===== src/rtl/m_trap_sequencer.sv =====
// m_trap_sequencer: sequences traps, returns, WFI sleep and SFENCE.VMA
// TLB-flush handshakes between decode and the CSR file / MMU.
module m_trap_sequencer #(
  parameter int N_SRC       = 4,
  parameter int EXC_W       = 4,
  parameter int ACK_TIMEOUT = 16,
  parameter int CNT_W       = 16
) (
  input  logic                   clk_i,
  input  logic                   rst_i,
  input  logic [N_SRC-1:0]       exc_req_i,
  input  logic [N_SRC*EXC_W-1:0] exc_code_i,
  input  logic                   sys_valid_i,
  input  logic [2:0]             sys_ops_i,
  input  logic [1:0]             priv_mode_i,
  input  logic                   irq_pending_i,
  input  logic                   tlb_flush_ack_i,
  output logic                   stall_o,
  output logic                   flush_o,
  output logic                   trap_taken_o,
  output logic [EXC_W-1:0]       trap_code_o,
  output logic                   ret_taken_o,
  output logic                   ret_is_mret_o,
  output logic                   wfi_wake_o,
  output logic                   tlb_flush_req_o,
  output logic                   tlb_flush_timeout_o,
  output logic [CNT_W-1:0]       trap_count_o,
  output logic                   busy_o
);

  localparam logic [2:0] OP_SRET  = 3'd1;
  localparam logic [2:0] OP_WFI   = 3'd2;
  localparam logic [2:0] OP_MRET  = 3'd3;
  localparam logic [2:0] OP_SFVMA = 3'd4;

  localparam logic [1:0] PRIV_U = 2'd0;
  localparam logic [1:0] PRIV_M = 2'd3;

  localparam logic [EXC_W-1:0] CODE_ILLEGAL = EXC_W'(2);

  localparam int TO_W = (ACK_TIMEOUT > 2) ? $clog2(ACK_TIMEOUT) : 1;
  localparam logic [TO_W-1:0] TO_LAST = TO_W'(ACK_TIMEOUT - 1);

  typedef enum logic [2:0] {
    S_IDLE,
    S_TRAP,
    S_RET,
    S_WFI_WAIT,
    S_SF_REQ,
    S_SF_DONE
  } state_e;

  state_e           state_q, state_d;
  logic [EXC_W-1:0] trap_code_q, trap_code_d;
  logic             ret_is_mret_q, ret_is_mret_d;
  logic             wfi_wake_q, wfi_wake_d;
  logic             timeout_q, timeout_d;
  logic [TO_W-1:0]  to_cnt_q, to_cnt_d;
  logic [CNT_W-1:0] trap_count_q, trap_count_d;
  logic             stall_q, stall_d;
  logic             flush_q, flush_d;
  logic             trap_taken_q, trap_taken_d;
  logic             ret_taken_q, ret_taken_d;
  logic             req_q, req_d;
  logic             busy_q, busy_d;

  logic [EXC_W-1:0] pick_code;
  logic             sys_illegal;

  // Fixed-priority pick: scanning downward lets the lowest set index win.
  always_comb begin
    pick_code = '0;
    for (int i = N_SRC - 1; i >= 0; i--) begin
      if (exc_req_i[i]) begin
        pick_code = exc_code_i[i*EXC_W +: EXC_W];
      end
    end
  end

  // Privilege check of the system op; reserved encodings are illegal too.
  always_comb begin
    sys_illegal = 1'b0;
    if (sys_ops_i == OP_SRET && priv_mode_i == PRIV_U) sys_illegal = 1'b1;
    if (sys_ops_i == OP_MRET && priv_mode_i != PRIV_M) sys_illegal = 1'b1;
    if (sys_ops_i == OP_WFI  && priv_mode_i == PRIV_U) sys_illegal = 1'b1;
    if (sys_ops_i > OP_SFVMA)                          sys_illegal = 1'b1;
  end

  // Next-state logic; outputs are derived from the next state so they register cleanly.
  always_comb begin
    state_d       = state_q;
    trap_code_d   = trap_code_q;
    ret_is_mret_d = ret_is_mret_q;
    wfi_wake_d    = 1'b0;
    timeout_d     = timeout_q;
    to_cnt_d      = to_cnt_q;
    trap_count_d  = trap_count_q;

    case (state_q)
      S_IDLE: begin
        if (|exc_req_i) begin
          state_d     = S_TRAP;
          trap_code_d = pick_code;
        end else if (sys_valid_i) begin
          if (sys_illegal) begin
            state_d     = S_TRAP;
            trap_code_d = CODE_ILLEGAL;
          end else begin
            case (sys_ops_i)
              OP_SRET, OP_MRET: begin
                state_d       = S_RET;
                ret_is_mret_d = (sys_ops_i == OP_MRET);
              end
              OP_WFI: begin
                if (irq_pending_i) begin
                  wfi_wake_d = 1'b1;
                end else begin
                  state_d = S_WFI_WAIT;
                end
              end
              OP_SFVMA: begin
                state_d  = S_SF_REQ;
                to_cnt_d = '0;
              end
              default: ;
            endcase
          end
        end
      end
      S_TRAP:    state_d = S_IDLE;
      S_RET:     state_d = S_IDLE;
      S_WFI_WAIT: begin
        if (irq_pending_i) begin
          wfi_wake_d = 1'b1;
          state_d    = S_IDLE;
        end
      end
      S_SF_REQ: begin
        if (tlb_flush_ack_i) begin
          state_d = S_SF_DONE;
        end else if (to_cnt_q == TO_LAST) begin
          timeout_d = 1'b1;
          state_d   = S_SF_DONE;
        end else begin
          to_cnt_d = to_cnt_q + TO_W'(1);
        end
      end
      S_SF_DONE: state_d = S_IDLE;
      default:   state_d = S_IDLE;
    endcase

    if (state_d == S_TRAP && trap_count_q != '1) begin
      trap_count_d = trap_count_q + CNT_W'(1);
    end
  end

  // Output decode of the upcoming state.
  always_comb begin
    stall_d      = (state_d != S_IDLE);
    busy_d       = (state_d != S_IDLE);
    flush_d      = (state_d == S_TRAP) || (state_d == S_RET) || (state_d == S_SF_DONE);
    trap_taken_d = (state_d == S_TRAP);
    ret_taken_d  = (state_d == S_RET);
    req_d        = (state_d == S_SF_REQ);
  end

  // State and output registers with synchronous reset.
  always_ff @(posedge clk_i) begin
    if (rst_i) begin
      state_q       <= S_IDLE;
      trap_code_q   <= '0;
      ret_is_mret_q <= 1'b0;
      wfi_wake_q    <= 1'b0;
      timeout_q     <= 1'b0;
      to_cnt_q      <= '0;
      trap_count_q  <= '0;
      stall_q       <= 1'b0;
      flush_q       <= 1'b0;
      trap_taken_q  <= 1'b0;
      ret_taken_q   <= 1'b0;
      req_q         <= 1'b0;
      busy_q        <= 1'b0;
    end else begin
      state_q       <= state_d;
      trap_code_q   <= trap_code_d;
      ret_is_mret_q <= ret_is_mret_d;
      wfi_wake_q    <= wfi_wake_d;
      timeout_q     <= timeout_d;
      to_cnt_q      <= to_cnt_d;
      trap_count_q  <= trap_count_d;
      stall_q       <= stall_d;
      flush_q       <= flush_d;
      trap_taken_q  <= trap_taken_d;
      ret_taken_q   <= ret_taken_d;
      req_q         <= req_d;
      busy_q        <= busy_d;
    end
  end

  assign stall_o             = stall_q;
  assign flush_o             = flush_q;
  assign trap_taken_o        = trap_taken_q;
  assign trap_code_o         = trap_code_q;
  assign ret_taken_o         = ret_taken_q;
  assign ret_is_mret_o       = ret_is_mret_q;
  assign wfi_wake_o          = wfi_wake_q;
  assign tlb_flush_req_o     = req_q;
  assign tlb_flush_timeout_o = timeout_q;
  assign trap_count_o        = trap_count_q;
  assign busy_o              = busy_q;

endmodule


===== config.mk =====
export PLATFORM = sky130hd
export DESIGN_NAME = m_trap_sequencer
export DESIGN_NICKNAME = d
export VERILOG_FILES = /design/src/rtl/m_trap_sequencer.sv
export SDC_FILE = /design/constraint.sdc
export NUM_CORES = 1
export LEC_CHECK = 0
export CORE_ASPECT_RATIO = 2
export CORE_MARGIN = 2
export CORE_UTILIZATION = 52
export CTS_BUF_LIST = sky130_fd_sc_hd__clkbuf_4
export CTS_CLUSTER_SIZE = 20
export DETAILED_ROUTE_END_ITERATION = 12
export GPL_ROUTABILITY_DRIVEN = 0
export HOLD_SLACK_MARGIN = 0.12
export PLACE_DENSITY_LB_ADDON = 0.1
export RECOVER_POWER = 50
export SETUP_SLACK_MARGIN = 0.3
export SYNTH_ARGS = -nofsm -noshare
export SYNTH_HDL_FRONTEND = slang
export SYNTH_SLANG_ARGS = --single-unit

===== constraint.sdc =====
create_clock -name clk_i -period 6.8 [get_ports clk_i]
set_input_delay 2.04 -clock clk_i [delete_from_list [all_inputs] [get_ports clk_i]]
set_output_delay 2.04 -clock clk_i [all_outputs]
set_load 0.02 [all_outputs]

---- Yosys cells after proc, flatten, opt, wreduce, memory -nomap -nowiden ----
Cells that the tools add are included.
operators by class
  add/subtract/negate cells ............... 2
  order comparisons ....................... 1
  eq/ne operators ......................... 19
  mux-type cells .......................... 33
  bitwise gates (word level) .............. 3
  reductions and logical operators ........ 18
operator list
  operator               count
  $mux 4                 13
  $mux 3                 7
  $pmux 3 s3             2
  $add 16x1->16 const B  1
  $ne 16x16->1 const B   1
  $eq 3x2->1 const B     4
  $eq 3x3->1 const B     4
  $ne 2x2->1 const B     6
  $mux 1                 9
  $pmux 4 s2             1
  $reduce_and 7->1       1
  $eq 3x1->1 const B     2
  $reduce_and 3->1       2
  $reduce_bool 2->1      3
  $reduce_and 5->1       1
  $add 4x1->4 const B    1
  $eq 4x4->1 const B     1
  $logic_and 1x1->1      4
  $reduce_or 4->1        1
  $gt 3x3->1 const B     1
  $logic_not 3->1        1
  $not 1->1              3
  $reduce_bool 3->1      1
  $logic_not 2->1        1
  4 further kinds        5
word-level totals
  register bits ........................... 35
  input bits .............................. 30
  output and inout bits ................... 29
  word-level logic and storage cells ...... 88

---- Depth between registers and ports, before layout ----
  depth in word-level cells ............... 13
  depth in mapped cells ................... 8
  gate-level depth less buffers ........... 6

---- Worst setup path before layout ----
Ideal clock, no wire load.
  path type ............................... input to register
  start point ............................. input exc_req_i[1]
  end point ............................... register trap_taken_q (netlist: trap_taken_o)
  setup time .............................. 0.116 ns
  arrival time ............................ 3.547 ns
  setup slack ............................. 3.137 ns
  cell stages on the path ................. 6
  path buffers ............................ 1
  cells stage by stage .................... buf_2 > or4_4 > a311o_1 > a211oi_2 > nor2_2 > and4_1
on the way
  cells in the longest elaborated chain, start to end .. 4
ends and longest elaborated chain
  element               line  RTL
  from (decl)           11    input logic [N_SRC-1:0] exc_req_i,
  $reduce_or 4->1       101   if (|exc_req_i) begin
  $mux 3                101
  $pmux 3 s3            99    case (state_q)
  $eq 3x1->1            162   trap_taken_d = (state_d == S_TRAP);
  to (signal assigned)  193   trap_taken_q <= trap_taken_d;
  to (decl)             62    logic trap_taken_q, trap_taken_d;
No other way between the ends.
A chain may end at the register's enable or synchronous reset.

---- Final worst setup path ----
  start point ............................. input exc_req_i[0]
  end point ............................... register trap_count_q[10] (netlist: trap_count_o[10])
on the way
  cells in the longest elaborated chain, start to end .. 5
ends and longest elaborated chain
  element               line  RTL
  $reduce_or 4->1       101
  $mux 3                101
  $pmux 3 s3            99
  $eq 3x1->1            152   if (state_d == S_TRAP && trap_count_q != '1) begin
  $logic_and 1x1->1     152
  to (signal assigned)  190   trap_count_q <= trap_count_d;
  to (decl)             59    logic [CNT_W-1:0] trap_count_q, trap_count_d;
No other way between the ends.

==> results.py <==
metrics = {
    "outcome": {
        "status": "finished clean",
    },
    "drt": {
        "drt-pass1-iter-count": 4,
        "vias": 1961,
        "drc": 0,
        "wirelength_um": 4860,
        "drtAntennaViolNets": 0,
        "avgRoutedWirePerCell_um": 14.6,
        "drt_iter0_markers": 35,
        "avgViaCountPerCell": 5.89,
    },
    "synth": {
        "synth_top_cell_area_share": 0.370,
        "yosys-top-cells-area": "dfxtp_1, a21oi_1, nor2_1",
        "yosys_warnings": 0,
        "syn_inst": 231,
        "synth.cell_area_um2": 1900,
        "avgSynthCellArea_um2": 8.21,
        "synth_nets": 263,
        "ys_ff_latch": 35,
        "ys_seq_area_frac": 0.370,
        "yosysTopAreaCell": "dfxtp_1",
        "synth-main-ff-cell": "dfxtp_1",
        "synth_cell_type_count": 54,
        "postSynth.asyncResetShare": 0,
        "synth_edf_count": 0,
    },
    "timing": {
        "slew_violations": 0,
        "setup_viol": 0,
        "setup_ws_ps": 2210,
        "skew_ps": 16.4,
        "max_slew_margin": 0.171,
        "rsz0062_at_grt": "false",
        "finalHoldViolCount": 0,
        "fmax_mhz": 218,
        "period_minus_slack_ps": 4590,
        "worst_slew_pin_slew_ps": 1240,
        "period_share": 0.675,
        "setup_tns_ps": 0,
    },
    "global_routing": {
        "grt_antenna_before_repair": 0,
        "grt_pass1_vias": 1787,
        "grt.total_usage": 0.252,
        "grt_max_degree": 22,
        "gr-total-overflow": 0,
        "grt_pass1_wl_um": 7690,
    },
    "place": {
        "io_buffers": 58,
        "dp_hpwl_um": 3770,
        "post-place-ws_ps": 1980,
        "dp.cells": 325,
    },
    "clock_network": {
        "cts_made_buffers": 5,
        "numClockSinks": 35,
        "clk_latency_ps": 350,
        "ctsResizeCount": 0,
        "cts_root_buf": "clkbuf_4",
        "postCtsHoldBufs": 0,
        "path_clk_slew_ps": 120,
        "cts_tree": "built",
        "htreeDepth": 2,
        "cts_buffer_depth": 2,
        "post_cts_buffers": 0,
    },
    "setup_path": {
        "end_kind": "flop",
        "reg2reg_from": "trap_count_o[6]",
        "r2r_cells": 5,
        "critical_path_arrival_ps": 4840,
        "ff2ff_setup_slack_ps": 4490,
        "worst_setup_path_start_kind": "primary input",
        "r2r_end": "trap_count_o[3]",
        "required_ps": 7050,
        "crit_fanout": 21,
        "critPathKind": "primary input to flop",
    },
    "final_layout": {
        "layout.cells.non_filler": 333,
        "n_fill_cell": 311,
        "nets": 315,
        "areaGrowthSynthToFinish_pct": 33.3,
        "drive_gt1_frac": 0.0599,
        "diodes": 0,
    },
    "die": {
        "dieArea_um2": 4170,
        "top_level_ports": 59,
        "die_w_um": 46.7,
        "die_y_um": 89.4,
        "coreArea_um2": 3570,
        "fp-row-count": 31,
        "initial_core_util": 0.531,
    },
    "worst_hold_path": {
        "holdPathEnd": "tlb_flush_timeout_o",
        "worstHoldStart": "tlb_flush_timeout_o",
        "hp-class": "flop to flop",
        "hold_path_depth": 2,
    },
    "job": {
        "maxCapViolCount": 0,
    },
    "power_and_ir_drop": {
        "power_w": 0.000404,
        "p_leak_nw": 0.909,
        "vdd.ir_drop.worst_mv": 0.134,
        "p_per_area_nw_per_um2": 160,
    },
}
through the flow:
step	instance area (µm²)	hold WS (ps)	utilization
6_report	2530	483	0.708
5_1_grt	2530	531	0.708
4_1_cts	2530	498	0.709
3_5_place_dp	2470	474	0.693
3_3_place_gp	2470	470	0.693
2_1_floorplan	1900	462	-
report_power, final:
| part | leakage (nW) | switching (W) | internal (W) |
|---|---|---|---|
| registers | 0.285 | 0.00000502 | 0.000211 |
| clock network | 0.0317 | 0.0000712 | 0.0000439 |
| logic | 0.593 | 0.0000373 | 0.0000355 |
| total | 0.909 | 0.000113 | 0.000290 |
worst max-delay path by stage:
stage / start / end / slack (ps) / depth (start not counted)
finish: exc_req_i[0] / trap_count_o[10] / 2210 / 5
global route: exc_req_i[0] / flush_o / 2030 / 5
CTS: exc_req_i[0] / trap_count_o[10] / 2350 / 5
detailed placement: exc_req_i[0] / trap_count_o[10] / 1980 / 5
global placement: exc_req_i[0] / trap_count_o[10] / 2060 / 5
floorplan: exc_req_i[1] / trap_taken_o / 3140 / 6
cells in the mapped netlist (all sizes together), types with 3 or more instances:
master	instances
nor4	5
nor3	12
a22oi	3
a21oi	21
nor2b	9
or3	9
buf	8
nor2	19
nand3	11
and4	3
nand4	3
o31ai	8
clkbuf	6
nand2	11
inv	7
or4	5
dfxtp	35
a221oi	4
a211oi	4
o21ai	11
flip-flops by register name, summed over array words and instances (netlist names):
| register | cells |
|---|---|
| trap_count_o | 16 |
| to_cnt_q | 4 |
| trap_code_o | 4 |
| state_q | 3 |
| busy_o | 1 |
| flush_o | 1 |
| ret_is_mret_o | 1 |
| ret_taken_o | 1 |
| tlb_flush_req_o | 1 |
| tlb_flush_timeout_o | 1 |
| trap_taken_o | 1 |
| wfi_wake_o | 1 |
worst max-delay path: stages:
cell and delay [ps]:
dlygate4sd3_1 660, or4_1 640, o21ai_1 990, nor4_1 180, mux2_2 320
placed cells by master, fill, tap and decap left out, types with 7 or more instances in the layout:
cell type and instances:
dfxtp_1 35, dlygate4sd3_1 31, clkdlybuf4s50_1 27, a21oi_1 21
nor2_1 18, nor3_1 12, nand3_1 11, nand2_1 11
o21ai_0 10, or3_1 9, nor2b_1 9, inv_1 7
o31ai_1 7
area by class of cell:
class | count | area, µm² | share of cell area
clock buffer | 6 | 45.0 | 0.0178
clock inverter | 2 | 12.5 | 0.00495
inverter | 7 | 26.3 | 0.0104
multi-input combinational | 175 | 1090 | 0.433
sequential | 35 | 701 | 0.277
tap | 49 | 61.3 | 0.0243
timing repair buffer | 59 | 588 | 0.233
cell families after synthesis:
kind of cell	synth area share
simple gates	0.296
compound gates	0.253
flops	0.370
buf+inv	0.0515
mux	0.0172
fa+ha+maj	0.0132
metal layers:
metal  wire, µm  share of wire  global-route usage  vias up
li1           -              -                   -      990
met1       1770           0.37               0.253      918
met2       2800           0.58               0.481       43
met3        153          0.032              0.0303       10
met4        125          0.026               0.114        0
met5          0              0                   0        -
No activity file was read; power rests on OpenSTA's default activity.
